<file path="src/rtl/afifo_pkg.sv">
// Shared types and width helpers for the async-FIFO write-side arbiter.
package afifo_pkg;

  // Arbiter phases: pick a requester, then stream its burst.
  typedef enum logic {
    ARB   = 1'b0,
    BURST = 1'b1
  } arb_state_t;

  // Width of a requester index / round-robin pointer.
  function automatic int unsigned idx_w(input int unsigned nreq);
    return (nreq > 1) ? $clog2(nreq) : 1;
  endfunction

  // Width of the per-grant beat counter; holds the value MAXBURST itself.
  function automatic int unsigned cnt_w(input int unsigned maxburst);
    return $clog2(maxburst) + 1;
  endfunction

endpackage

</file>
<file path="src/rtl/rr_pick.sv">
// Combinational round-robin pick: first requester strictly after the pointer.
module rr_pick
  import afifo_pkg::*;
#(
  parameter int unsigned NREQ = 4,
  localparam int unsigned IW  = idx_w(NREQ)
) (
  input  logic [NREQ-1:0] i_req,
  input  logic [IW-1:0]   i_ptr,
  output logic [NREQ-1:0] o_gnt_c,
  output logic [IW-1:0]   o_idx_c
);

  logic [IW-1:0] w_pos;
  logic          w_found;

  // Scan ptr+1 .. ptr+NREQ (mod NREQ); the pointer itself is checked last.
  always_comb begin
    o_gnt_c = '0;
    o_idx_c = '0;
    w_pos   = '0;
    w_found = 1'b0;
    for (int unsigned k = 1; k <= NREQ; k++) begin
      w_pos = IW'((32'(i_ptr) + k) % NREQ);
      if (!w_found && i_req[w_pos]) begin
        w_found        = 1'b1;
        o_gnt_c[w_pos] = 1'b1;
        o_idx_c        = w_pos;
      end
    end
  end

endmodule

</file>
<file path="src/rtl/afifo_wr_arb.sv">
// Write-side burst arbiter in front of an async FIFO.
// Grants one requester at a time for up to MAXBURST beats, pushes each
// accepted beat one cycle later, and throttles on almost-full. Because both
// push and alFull are registered, the FIFO write logic needs at least three
// entries of headroom behind alFull.
module afifo_wr_arb
  import afifo_pkg::*;
#(
  parameter int unsigned NREQ     = 4,
  parameter int unsigned DW       = 64,
  parameter int unsigned MAXBURST = 8
) (
  input  logic               wclk,
  input  logic               rst_n,
  input  logic [NREQ-1:0]    req_valid,
  input  logic [NREQ*DW-1:0] req_data,
  input  logic [NREQ-1:0]    req_last,
  output logic [NREQ-1:0]    req_ready,
  input  logic               full,
  input  logic               alFull,
  output logic               push,
  output logic [DW-1:0]      data_in,
  output logic [NREQ-1:0]    gnt,
  output logic               overflow
);

  localparam int unsigned IW = idx_w(NREQ);
  localparam int unsigned CW = cnt_w(MAXBURST);

  arb_state_t       r_state;
  logic [NREQ-1:0]  r_gnt;
  logic [IW-1:0]    r_gidx;
  logic [IW-1:0]    r_rr_ptr;
  logic [CW-1:0]    r_beat_cnt;
  logic             r_push;
  logic [DW-1:0]    r_data;
  logic             r_ovf;

  logic [NREQ-1:0]  w_pick_gnt;
  logic [IW-1:0]    w_pick_idx;
  logic [NREQ-1:0]  w_ready;
  logic             w_accept;
  logic             w_beat_last;
  logic [DW-1:0]    w_beat_data;
  logic [CW-1:0]    w_cnt_nxt;
  logic             w_burst_end;

  rr_pick #(
    .NREQ (NREQ)
  ) u_rr_pick (
    .i_req   (req_valid),
    .i_ptr   (r_rr_ptr),
    .o_gnt_c (w_pick_gnt),
    .o_idx_c (w_pick_idx)
  );

  // Only the granted requester sees ready, and only while the FIFO has room.
  assign w_ready     = ((r_state == BURST) && !alFull) ? r_gnt : '0;
  assign w_accept    = |(req_valid & w_ready);
  assign w_beat_last = req_last[r_gidx];
  assign w_beat_data = req_data[32'(r_gidx) * DW +: DW];
  assign w_cnt_nxt   = r_beat_cnt + CW'(1);
  assign w_burst_end = w_beat_last || (w_cnt_nxt == CW'(MAXBURST));

  assign req_ready = w_ready;
  assign gnt       = r_gnt;
  assign push      = r_push;
  assign data_in   = r_data;
  assign overflow  = r_ovf;

  // Arbitration FSM, push/data pipeline stage and sticky overflow flag.
  always_ff @(posedge wclk) begin
    if (!rst_n) begin
      r_state    <= ARB;
      r_gnt      <= '0;
      r_gidx     <= '0;
      r_rr_ptr   <= IW'(NREQ - 1);
      r_beat_cnt <= '0;
      r_push     <= 1'b0;
      r_data     <= '0;
      r_ovf      <= 1'b0;
    end else begin
      r_push <= w_accept;
      if (w_accept) begin
        r_data <= w_beat_data;
      end
      if (r_push && full) begin
        r_ovf <= 1'b1;
      end
      case (r_state)
        ARB: begin
          if (|req_valid && !alFull) begin
            r_gnt      <= w_pick_gnt;
            r_gidx     <= w_pick_idx;
            r_beat_cnt <= '0;
            r_state    <= BURST;
          end else begin
            r_gnt <= '0;
          end
        end
        BURST: begin
          // Grant is held through stalls and valid gaps until the burst ends.
          if (w_accept) begin
            r_beat_cnt <= w_cnt_nxt;
            if (w_burst_end) begin
              r_state  <= ARB;
              r_gnt    <= '0;
              r_rr_ptr <= r_gidx;
            end
          end
        end
      endcase
    end
  end

endmodule

</file>
<file path="config.mk">
export PLATFORM = sky130hd
export DESIGN_NAME = afifo_wr_arb
export DESIGN_NICKNAME = d
export VERILOG_FILES = /design/src/rtl/afifo_pkg.sv /design/src/rtl/rr_pick.sv /design/src/rtl/afifo_wr_arb.sv
export SDC_FILE = /design/constraint.sdc
export NUM_CORES = 1
export LEC_CHECK = 0
export CAP_MARGIN = 20
export CORE_MARGIN = 3
export CORE_UTILIZATION = 25
export DETAILED_ROUTE_END_ITERATION = 6
export DONT_BUFFER_PORTS = 1
export GPL_ROUTABILITY_DRIVEN = 0
export PLACE_DENSITY_LB_ADDON = 0.12
export SYNTH_ARGS = -nofsm -noshare
export SYNTH_HDL_FRONTEND = slang
export SYNTH_SLANG_ARGS = --single-unit
</file>
<file path="constraint.sdc">
create_clock -name wclk -period 2.75 [get_ports wclk]
set_input_delay 0.275 -clock wclk [delete_from_list [all_inputs] [get_ports wclk]]
set_output_delay 0.275 -clock wclk [all_outputs]
set_load 0.005 [all_outputs]
</file>
-- Yosys cells after proc, flatten, opt, wreduce, memory -nomap -nowiden
Index checks and enable logic that the tools add are counted.
- register bits: 79
- bits of input ports: 268
- $add $sub $neg: 5
- $lt $le $gt $ge: 9
- eq/ne operators: 4
- shift operators: 1
- mux-type cells: 41
- bitwise gates (word level): 5
- reduce and logical (&&, ||, !) cells: 21
- operators with widths (operator ; number):
    $shiftx 256x9->64 ; 1
    $mux 4 ; 10
    $pmux 4 s2 ; 2
    $lt 2x3->1 const B ; 5
    $mux 1 ; 15
    $or 4x4->4 ; 3
    $bmux 1 s2 ; 5
    $logic_and 1x1->1 ; 10
    $demux 1 s2 ; 4
    $ge 2x1->1 const B ; 4
    $mux 2 ; 4
    $reduce_or 4->1 ; 2
    $reduce_and 2->1 ; 3
    $add 2x1->2 const B ; 2
    $add 2x2->2 const B ; 2
    $add 4x1->4 const B ; 1
    $and 4x4->4 ; 1
    $eq 4x4->1 const B ; 1
    $logic_not 1->1 ; 4
    $ne 2x1->1 const B ; 2
    $reduce_and 3->1 ; 1
    $ne 2x2->1 const B ; 1
    $pmux 1 s2 ; 1
    $logic_or 1x1->1 ; 1
    $not 1->1 ; 1

-- Depth between registers and ports, before layout
Gate-level depths: netlist of run 1.
- depth after elaboration: 15
- mapped depth: 9

-- By module
From an unflattened synthesis of run 1, not the netlist that was laid out.
- cells, all modules: 489
- area, all modules: 4974.8 µm²
- modules (own cells, without submodules) (module ; instances ; cells an instance ; area each (µm²) ; sequential area each (µm²)):
    afifo_wr_arb ; 1 ; 430 ; 4484.3 ; 1581.5
    rr_pick ; 1 ; 59 ; 490.5 ; 0.0

-- Worst setup path before layout of run 1
No wires, ideal clock.
- kind: reg2reg
- start point: reg r_rr_ptr[0]
- end point: reg r_gnt[0], in the netlist gnt[0]
- library setup time: 136 ps
- data arrival time: 2248 ps
- slack: 367 ps
- cell stages (with the launch flop): 10
- period minus slack after synthesis: 2383 ps
- cells stage by stage: dfxtp_1 > buf_6 > inv_1 > ha_1 > clkbuf_1 > mux4_2 > nor2b_4 > a221o_1 > a32oi_1 > o21ai_0
- cells in the longest elaborated chain, start to end: 15
- elaborated cells between the ends (all ways): 50
- ends and longest elaborated chain (what ; RTL line ; RTL):
    start: declaration ; afifo_wr_arb.sv:33 ; logic [IW-1:0] r_rr_ptr;
    start signal: assignment ; afifo_wr_arb.sv:77 ; r_rr_ptr <= IW'(NREQ - 1);
    start signal: assignment ; afifo_wr_arb.sv:108 ; r_rr_ptr <= r_gidx;
    parallel branches: the longest is 12 deep, another holds $lt 2x3->1 ; -- ;
    $mux 4 * ; rr_pick.sv:25 ; if (!w_found && i_req[w_pos]) begin
    $mux 4 * ; afifo_wr_arb.sv:92 ; if (|req_valid && !alFull) begin
    $pmux 4 s2 * ; afifo_wr_arb.sv:90 ; case (r_state)
    end signal: assignment ; afifo_wr_arb.sv:93 ; r_gnt <= w_pick_gnt;
    end: declaration ; afifo_wr_arb.sv:31 ; logic [NREQ-1:0] r_gnt;
Every way passes the cells marked *. The select of a mux whose other input is x is not followed.
A chain may end at the register's enable or synchronous reset.

-- Worst setup path after layout of run 1
Ends and elaborated chain as after synthesis.

==> flow_summary.ini, run 1 <==
[cells_and_area]
fin_cells = 737
utilization = 0.286
synthToLayoutAreaGrowth_pct = 11.6
n_fill_cell = 2075
nets = 742
drive_above_1_share = 0.207
multi_input_area_um2 = 3240
stdcell_area_um2 = 5600
regArea_um2 = 1590

[cts]
cts_sinks = 79
cts_setup_buffers = 0
cts_resized = 0
cts.path.max_buffers = 2
hold_buffers = 1
clkSlewWorstSetupHoldPaths_ns = 0.07
tritoncts = done
cts_max_level = 3
root_buffer = clkbuf_16
cts_buffers = 9
clkLatencyLatePin_ns = 0.33

[flow_run]
cap_viol_max_count = 0

[global_route]
overflow = 0
grtUsageTotal = 0.150
grt_max_degree = 80
grt_pass1_wl_mm = 24.8
grt_pass1_vias = 3985
antenna_found_initial = 4

[placed_design]
dp_slack_ns = 0.546
dp_hpwl_mm = 13.4
postPlaceCellArea_um2 = 5280
numPortBuffers = 0
place_inst = 718

[logic_synthesis]
ys_types = 40
synth_cells = 487
synth-seq-area-share = 0.315
synth_area_per_cell_um2 = 10.3
synth_area_um2 = 5020
ys_seq_elements = 79
async_flop_share = 0
synth_ff_type = dfxtp_1
yosys_warnings = 0
synth_top_family_by_area = multiplexers
muxShareOfSynthArea = 0.323
synth-simple-area-share = 0.143
synthAdderAreaFrac = 0.0224
synth-edff-count = 0
syn_nets = 764
synth_compound_area_frac = 0.154
synth-xor-area-share = 0

[timing]
worst_pin_slew_ns = 0.860
worst_slack_ns = 0.526
rsz0062_at_grt = no
fin_worst_skew_ns = 0.00624
max_slew_margin = 0.418
period_needed_ns = 2.22
finalSetupViolCount = 0
setup_tns_ns = 0
clock.fmax_ghz = 0.450
drv_slew = 0
min_period_over_period = 0.809
finalHoldViolCount = 0

[floorplan]
num_rows = 51
pin_count = 342
coreArea_um2 = 19600
start_util = 0.256
dieArea_um2 = 21800
fp.dieW_um = 148
die_h_um = 148

[pwr]
p_seq_frac = 0.414
comb_power_share = 0.152
clockPowerShare = 0.434
p_int_mw = 2.20
power_density_nw_per_um2 = 520
switching_share = 0.247
static-leakage-power_nw = 1.72
p_sw_mw = 0.719
ir_worst_vdd_uv = 221

[routing]
viasPerCell = 5.18
drc_errors = 0
ant_nets = 0
routed_wl_mm = 17.3
dr.pass1.iters = 4
wire_per_inst_um = 23.4
drtIter0Drc = 223
vias = 3819

[setup_path]
worst_setup_path_end_kind = flop
path_buf_inv = 1
critPathSlowestCell = ha_1
reg2reg_slack_ns = 0.53
cp-start-kind = flop
required_ns = 2.95
cp_cell_sequence = inv_1 > ha_1 > mux4_2 > nor2b_4 > a221o_1 > a32oi_1 > o21ai_0
crit_path_max_fanout = 9
path_class = reg2reg
ff2ff_path_depth = 7
rr_startpoint = r_rr_ptr[0]
r2r-end = gnt[0]
slowest_delay_ns = 0.50
cp.arrival_ns = 2.42
path_delay_family = compound AO/OA/AOI/OAI gates

[worst_hold_path]
hold_class = in2reg
min_path_cells = 1
hp-start = rst_n
hold_end = push

[status]
status = complete, no violations
[state kept, by name, summed over array words and instances, names as in the netlist]
register,count
overflow,1
gnt,4
r_gidx,2
r_rr_ptr,2
r_beat_cnt,4
data_in,64
r_state,1
push,1
[worst max path at each step]
stage	start	to	slack [ns]	cells after the start
after floorplan	r_rr_ptr[0]	gnt[0]	0.37	9
after detailed placement	r_rr_ptr[0]	gnt[0]	0.55	7
final	r_rr_ptr[0]	gnt[0]	0.53	7
after CTS	r_rr_ptr[0]	gnt[0]	0.53	7
after global placement	r_rr_ptr[1]	gnt[1]	0.61	7
after global routing	r_rr_ptr[0]	gnt[1]	0.28	7
[cell usage after synthesis, types with 2 or more instances]
cell | count | area share
mux4_1 | 2 | 0.010
a21oi_1 | 7 | 0.0070
buf_1 | 3 | 0.0022
mux4_2 | 67 | 0.30
nor2b_1 | 4 | 0.0050
a21boi_0 | 67 | 0.10
dfxtp_1 | 79 | 0.31
inv_1 | 2 | 0.0015
buf_2 | 14 | 0.014
a22o_1 | 2 | 0.0035
a32oi_1 | 4 | 0.0070
o21a_1 | 2 | 0.0030
mux2i_1 | 6 | 0.012
or2b_1 | 3 | 0.0045
a221o_1 | 4 | 0.0080
nor2_1 | 9 | 0.0067
a221oi_1 | 2 | 0.0035
ha_1 | 9 | 0.022
clkbuf_1 | 21 | 0.016
and2_1 | 5 | 0.0062
nand2_1 | 137 | 0.10
nand3b_1 | 2 | 0.0030
buf_4 | 4 | 0.0060
o21ai_0 | 12 | 0.012
o211ai_1 | 3 | 0.0045
nor3_1 | 2 | 0.0020
nand3_1 | 2 | 0.0020
[placed cells by master (no fill, tap or decap), types with 3 or more instances in the layout]
master     netlist  layout
a21boi_0        67      67
a21oi_1          7       7
a221o_1          4       4
a32oi_1          4       4
and2_1           5       5
buf_12           0       3
buf_4            4       7
clkbuf_16        0      10
dfxtp_1         79      77
diode_2          0       3
ha_1             9       9
mux2i_1          6       6
mux4_2          67      67
nand2_1        137     137
nor2_1           9       9
nor2b_1          4       4
o211ai_1         3       3
o21ai_0         12      12
or2b_1           3       3
[layout make-up]
cell class	instances	share of cell area
tap	265	0.0592
clock inverter	4	0.00960
clock buffer	11	0.0453
inverter	2	0.00134
multi-input combinational	362	0.578
timing repair buffer	11	0.0219
antenna	3	0.00134
sequential	79	0.284
[per-layer routing]
| layer | GRT usage | share of wire | vias up |
|---|---|---|---|
| met1 | 0.185 | 0.40 | 1830 |
| met4 | 0.0480 | 0.011 | 2 |
| met5 | 0 | 0.00075 | - |
| met2 | 0.249 | 0.49 | 224 |
| li1 | - | - | 1750 |
| met3 | 0.0490 | 0.095 | 13 |
[metrics by stage]
step | hold slack, ns | power [mW]
final | 0.0850 | 2.92
after global routing | 0.0724 | 3.05
after CTS | 0.0550 | 2.98
after detailed placement | 0.363 | 1.68
after global placement | 0.355 | 1.68
after floorplan | 0.426 | 1.63
[power by group through the flow]
stage | registers (mW) | clock network [mW] | logic, mW
2_1_floorplan | 1.21 | 0 | 0.419
3_3_place_gp | 1.23 | 0 | 0.443
3_5_place_dp | 1.23 | 0 | 0.445
4_1_cts | 1.21 | 1.32 | 0.451
5_1_grt | 1.21 | 1.35 | 0.487
6_report | 1.21 | 1.27 | 0.442
[logic make-up (layout without fill, tap and decap cells)]
group | count (synthesis) | count (layout)
flops | 79 | 79
fa+ha+maj | 9 | 9
other cells | 0 | 3
mux | 75 | 75
buf+inv | 46 | 28
compound gates | 107 | 107
simple gates | 171 | 171
Power figures use the tool's default switching activity.
==> run 2: changes to the inputs <==
==> constraint.sdc (replaced) <==
create_clock -name wclk -period 2 [get_ports wclk]
set_input_delay 0.2 -clock wclk [delete_from_list [all_inputs] [get_ports wclk]]
set_output_delay 0.2 -clock wclk [all_outputs]
set_load 0.005 [all_outputs]
==> flow_summary.ini, run 2 (synthesis gave the netlist of run 1 again) <==
[global_route]
grt_max_degree = 58
antenna_found_initial = 5
grtUsageTotal = 0.156
grt_pass1_vias = 4071
grt_pass1_wl_mm = 25.9
overflow = 0

[floorplan]
num_rows = 51
dieArea_um2 = 21800
die_h_um = 148
coreArea_um2 = 19600
start_util = 0.256
pin_count = 342
fp.dieW_um = 148

[timing]
finalSetupViolCount = 0
period_needed_ns = 1.92
min_period_over_period = 0.962
max_slew_margin = 0.343
rsz0062_at_grt = yes
setup_tns_ns = 0
fin_worst_skew_ns = 0.0140
drv_slew = 0
finalHoldViolCount = 0
clock.fmax_ghz = 0.520
worst_pin_slew_ns = 0.972

[cells_and_area]
largest_reg_flops = 64
utilization = 0.290
synthToLayoutAreaGrowth_pct = 13.3
nets = 751
drive_above_1_share = 0.226
layout_common_cells = nand2_1, dfxtp_1, mux4_2
final_common_cell = nand2_1

[pwr]
static-leakage-power_nw = 1.74
power_density_nw_per_um2 = 675
ir_worst_vdd_uv = 336
power_mw = 3.84

[cts]
cts_buffers = 9
root_buffer = clkbuf_16
clkSlewWorstSetupHoldPaths_ns = 0.07
tritoncts = done
cts_max_level = 3
cts.path.max_buffers = 2
clkLatencyLatePin_ns = 0.34
cts_sinks = 79

[setup_path]
cp-startpoint = r_rr_ptr[0]
crit_path_max_fanout = 7
critPathCapture = gnt[2]
path_class = reg2reg
rr_startpoint = r_rr_ptr[0]
cp-start-kind = flop
cp.arrival_ns = 2.13
r2r-end = gnt[2]
worst_setup_path_end_kind = flop
required_ns = 2.21
reg2reg_slack_ns = 0.08
ff2ff_path_depth = 7

[routing]
ant_nets = 0
drtIter0Drc = 259
viasPerCell = 5.24
routed_wl_mm = 17.8
wire_per_inst_um = 23.8
vias = 3909
drc_errors = 0
dr.pass1.iters = 4

[flow_run]
cap_viol_max_count = 0

[status]
status = complete, no violations

[worst_hold_path]
hp-start = full
hold_class = in2reg

[placed_design]
dp_hpwl_mm = 13.6
numPortBuffers = 0
[run 2: cell types whose count changed in the layout (fill, tap and decap cells not counted), moves of 2 or more]
cell           delta
o21ai_0           -4
o21ai_1           +4
buf_12            +3
buf_4             +3
dlygate4sd3_1     +3
clkinv_2          +2
dfxtp_1           -2
inv_6             +2
[run 2: where the power goes]
| part | internal (mW) | total [mW] | switching (mW) |
|---|---|---|---|
| registers | 1.60 | 1.64 | 0.0353 |
| logic | 0.392 | 0.665 | 0.273 |
| clock network | 0.836 | 1.54 | 0.703 |
[run 2: area by class of cell]
| class | count | area [um^2] |
|---|---|---|
| clock inverters | 5 | 33.8 |
| clock buffers | 10 | 229 |
| inverters | 2 | 12.5 |
| well taps | 265 | 332 |
| multi-input cells | 362 | 3250 |
| diodes | 3 | 7.51 |
| repair buffers | 20 | 235 |
| fillers | 2123 | 13900 |
| flip-flops and latches | 79 | 1590 |
[run 2: per-layer routing]
metal / vias to the layer above / global-route usage / part of all wire
li1: 1774 / - / -
met2: 239 / 0.260 / 0.49
met4: 2 / 0.0396 / 0.010
met3: 13 / 0.0674 / 0.11
met5: - / 0 / 0.00073
met1: 1881 / 0.186 / 0.38
[run 2: worst min-delay path by stage]
stage,to,depth (start not counted)
3_3_place_gp,r_rr_ptr[0],1
6_report,overflow,2
2_1_floorplan,overflow,2
4_1_cts,data_in[60],1
5_1_grt,data_in[39],1
3_5_place_dp,r_rr_ptr[1],1
[run 2: repair_timing]
item,4_1_cts,5_1_grt
buffers inserted,0,1
endpoints found under the hold margin,14,1
hold buffers,3,1
gates resized for setup,0,3
setup endpoints to repair,0,4
[run 2: metrics by stage]
step / worst slack, ns / hold WS (ns) / instances / instance area [um^2]
floorplan: -0.0578 / 0.361 / 487 / 5050
global placement: 0.0772 / 0.281 / 723 / 5370
detailed placement: 0.0575 / 0.282 / 723 / 5370
CTS: 0.0400 / 0.000184 / 741 / 5670
global route: -0.0357 / 0.00502 / 744 / 5690
finish: 0.0760 / 0.0242 / 746 / 5690
[run 2: critical path, cell delays in order, from the launching register on]
cell,delay (ns)
dfxtp_4,0.41
inv_6,0.04
ha_4,0.27
mux4_2,0.31
nor2b_4,0.16
a221o_1,0.30
a32oi_1,0.20
o21ai_1,0.09
==> run 3: changes to the inputs <==
--- a/config.mk
+++ b/config.mk
@@ -6,9 +6,9 @@
 export NUM_CORES = 1
 export LEC_CHECK = 0
 export CAP_MARGIN = 20
-export CORE_MARGIN = 3
-export CORE_UTILIZATION = 25
+export CORE_AREA = 3 3 133 135
 export DETAILED_ROUTE_END_ITERATION = 6
+export DIE_AREA = 0 0 136 138
 export DONT_BUFFER_PORTS = 1
 export GPL_ROUTABILITY_DRIVEN = 0
 export PLACE_DENSITY_LB_ADDON = 0.12
==> flow_summary.ini, run 3 (synthesis gave the netlist of run 1 again) <==
[cells_and_area]
nets = 749
largest_reg_flops = 64
stdcell_area_um2 = 5680
final_common_cell = nand2_1
fin_cells = 697
num_antenna_cells = 0
drive_above_1_share = 0.229
synthToLayoutAreaGrowth_pct = 13.1
layout_common_cells = nand2_1, dfxtp_1, mux4_2

[timing]
finalHoldViolCount = 0
worst_pin_slew_ns = 1.02
fin_worst_skew_ns = 0.00803
clock.fmax_ghz = 0.523
finalSetupViolCount = 0
max_slew_margin = 0.310
min_period_over_period = 0.956
period_needed_ns = 1.91
timing.hold.ws_ns = 0.0300
drv_slew = 0
rsz0062_at_grt = no

[routing]
dr.pass1.iters = 4
drtIter0Drc = 176
routed_wl_mm = 16.0
viasPerCell = 5.58
ant_nets = 0
drc_errors = 0
wire_per_inst_um = 22.9
vias = 3886

[cts]
cts_max_level = 3
cts_buffers = 9
cts_sinks = 79
clkLatencyLatePin_ns = 0.34
cts.path.max_buffers = 2
root_buffer = clkbuf_16
clkSlewWorstSetupHoldPaths_ns = 0.06
tritoncts = done

[setup_path]
crit_path_max_fanout = 6
cp_num_cells = 7
required_ns = 2.21
path_buf_inv = 1
cp-start-kind = flop
cp_cell_sequence = inv_6 > ha_4 > mux4_2 > nor2b_4 > a221o_1 > a32oi_1 > o21ai_0
cp.arrival_ns = 2.12
ff2ff_path_depth = 7
worst_setup_path_end_kind = flop
path_delay_family = compound AO/OA/AOI/OAI gates
slowest_delay_ns = 0.41
path_class = reg2reg
critPathSlowestCell = dfxtp_4

[worst_hold_path]
hold_class = in2reg
min_path_cells = 2

[floorplan]
pin_count = 342
coreArea_um2 = 16600
fp.dieW_um = 136
start_util = 0.303
die_h_um = 138
num_rows = 47
dieArea_um2 = 18800

[global_route]
antenna_found_initial = 2
grt_pass1_wl_mm = 24.1
overflow = 0
grt_pass1_vias = 4151
grt_max_degree = 72
grtUsageTotal = 0.165

[flow_run]
cap_viol_max_count = 0

[placed_design]
place_inst = 678
numPortBuffers = 0
postPlaceCellArea_um2 = 5320
dp_hpwl_mm = 12.4

[pwr]
power_density_nw_per_um2 = 728
power_mw = 4.13
static-leakage-power_nw = 1.77
ir_worst_vdd_uv = 338

[status]
status = complete, no violations
## run 3: cell types whose count changed in the layout (fill, tap and decap cells not counted), sizes merged
cell,previous run,this run
inv,3,2
clkinv,2,1
diode,3,0
clkbuf,10,12
bufinv,0,2
dlygate4sd3,4,2
clkinvlp,2,1
## run 3: timing repair
action                                 in CTS  in global routing
setup buffers                               0                  1
hold buffers                                1                  1
setup endpoints to repair                   0                  4
resized for setup                           0                  3
endpoints found under the hold margin      10                  1
## run 3: final cells by class
class,instances,area [um^2]
fillers,1722,10900
multi-input cells,362,3250
flip-flops and latches,79,1590
well taps,220,275
clock buffers,12,258
repair buffers,18,215
clock inverters,4,76.3
inverters,2,12.5
## run 3: worst reg2reg max path: cells and delay by family, from the launching register on
kind	cells	cell delay, ns
AOI/OAI and AO/OA	3	0.59
adders and majority gates	1	0.27
buffers and inverters	1	0.04
DFF	1	0.41
muxes	1	0.32
and+or+nand+nor	1	0.16
## run 3: final timing paths
kind,from,endpoint,slack [ns]
max,r_rr_ptr[0],gnt[3],0.09
min,rst_n,gnt[3],0.03
max reg2reg,r_rr_ptr[0],gnt[3],0.09
min reg2reg,r_beat_cnt[3],r_beat_cnt[3],0.48
## run 3: per-layer routing
layer  vias up  track usage  routed length (um)  share of wire
met4         4       0.0568                 288          0.018
li1       1765            -                   -              -
met2       240        0.289                8080           0.51
met5         -            0                  27         0.0017
met3        25       0.0603                1850           0.12
met1      1852        0.184                5740           0.36
## run 3: per-stage QoR
| stage | setup TNS (ns) | util | worst slack (ns) |
|---|---|---|---|
| after floorplan | -0.222 | - | -0.0578 |
| after global placement | 0 | 0.321 | 0.0911 |
| after detailed placement | 0 | 0.321 | 0.0679 |
| after CTS | 0 | 0.341 | 0.0510 |
| after global routing | 0 | 0.343 | 0.0110 |
| final | 0 | 0.343 | 0.0871 |
## run 3: power by group
group | leakage, nW | total (mW) | internal (mW) | switching [mW]
clock network | 0.158 | 1.84 | 1.17 | 0.669
registers | 0.638 | 1.64 | 1.61 | 0.0380
logic | 0.970 | 0.649 | 0.392 | 0.257
total | 1.77 | 4.13 | 3.17 | 0.963
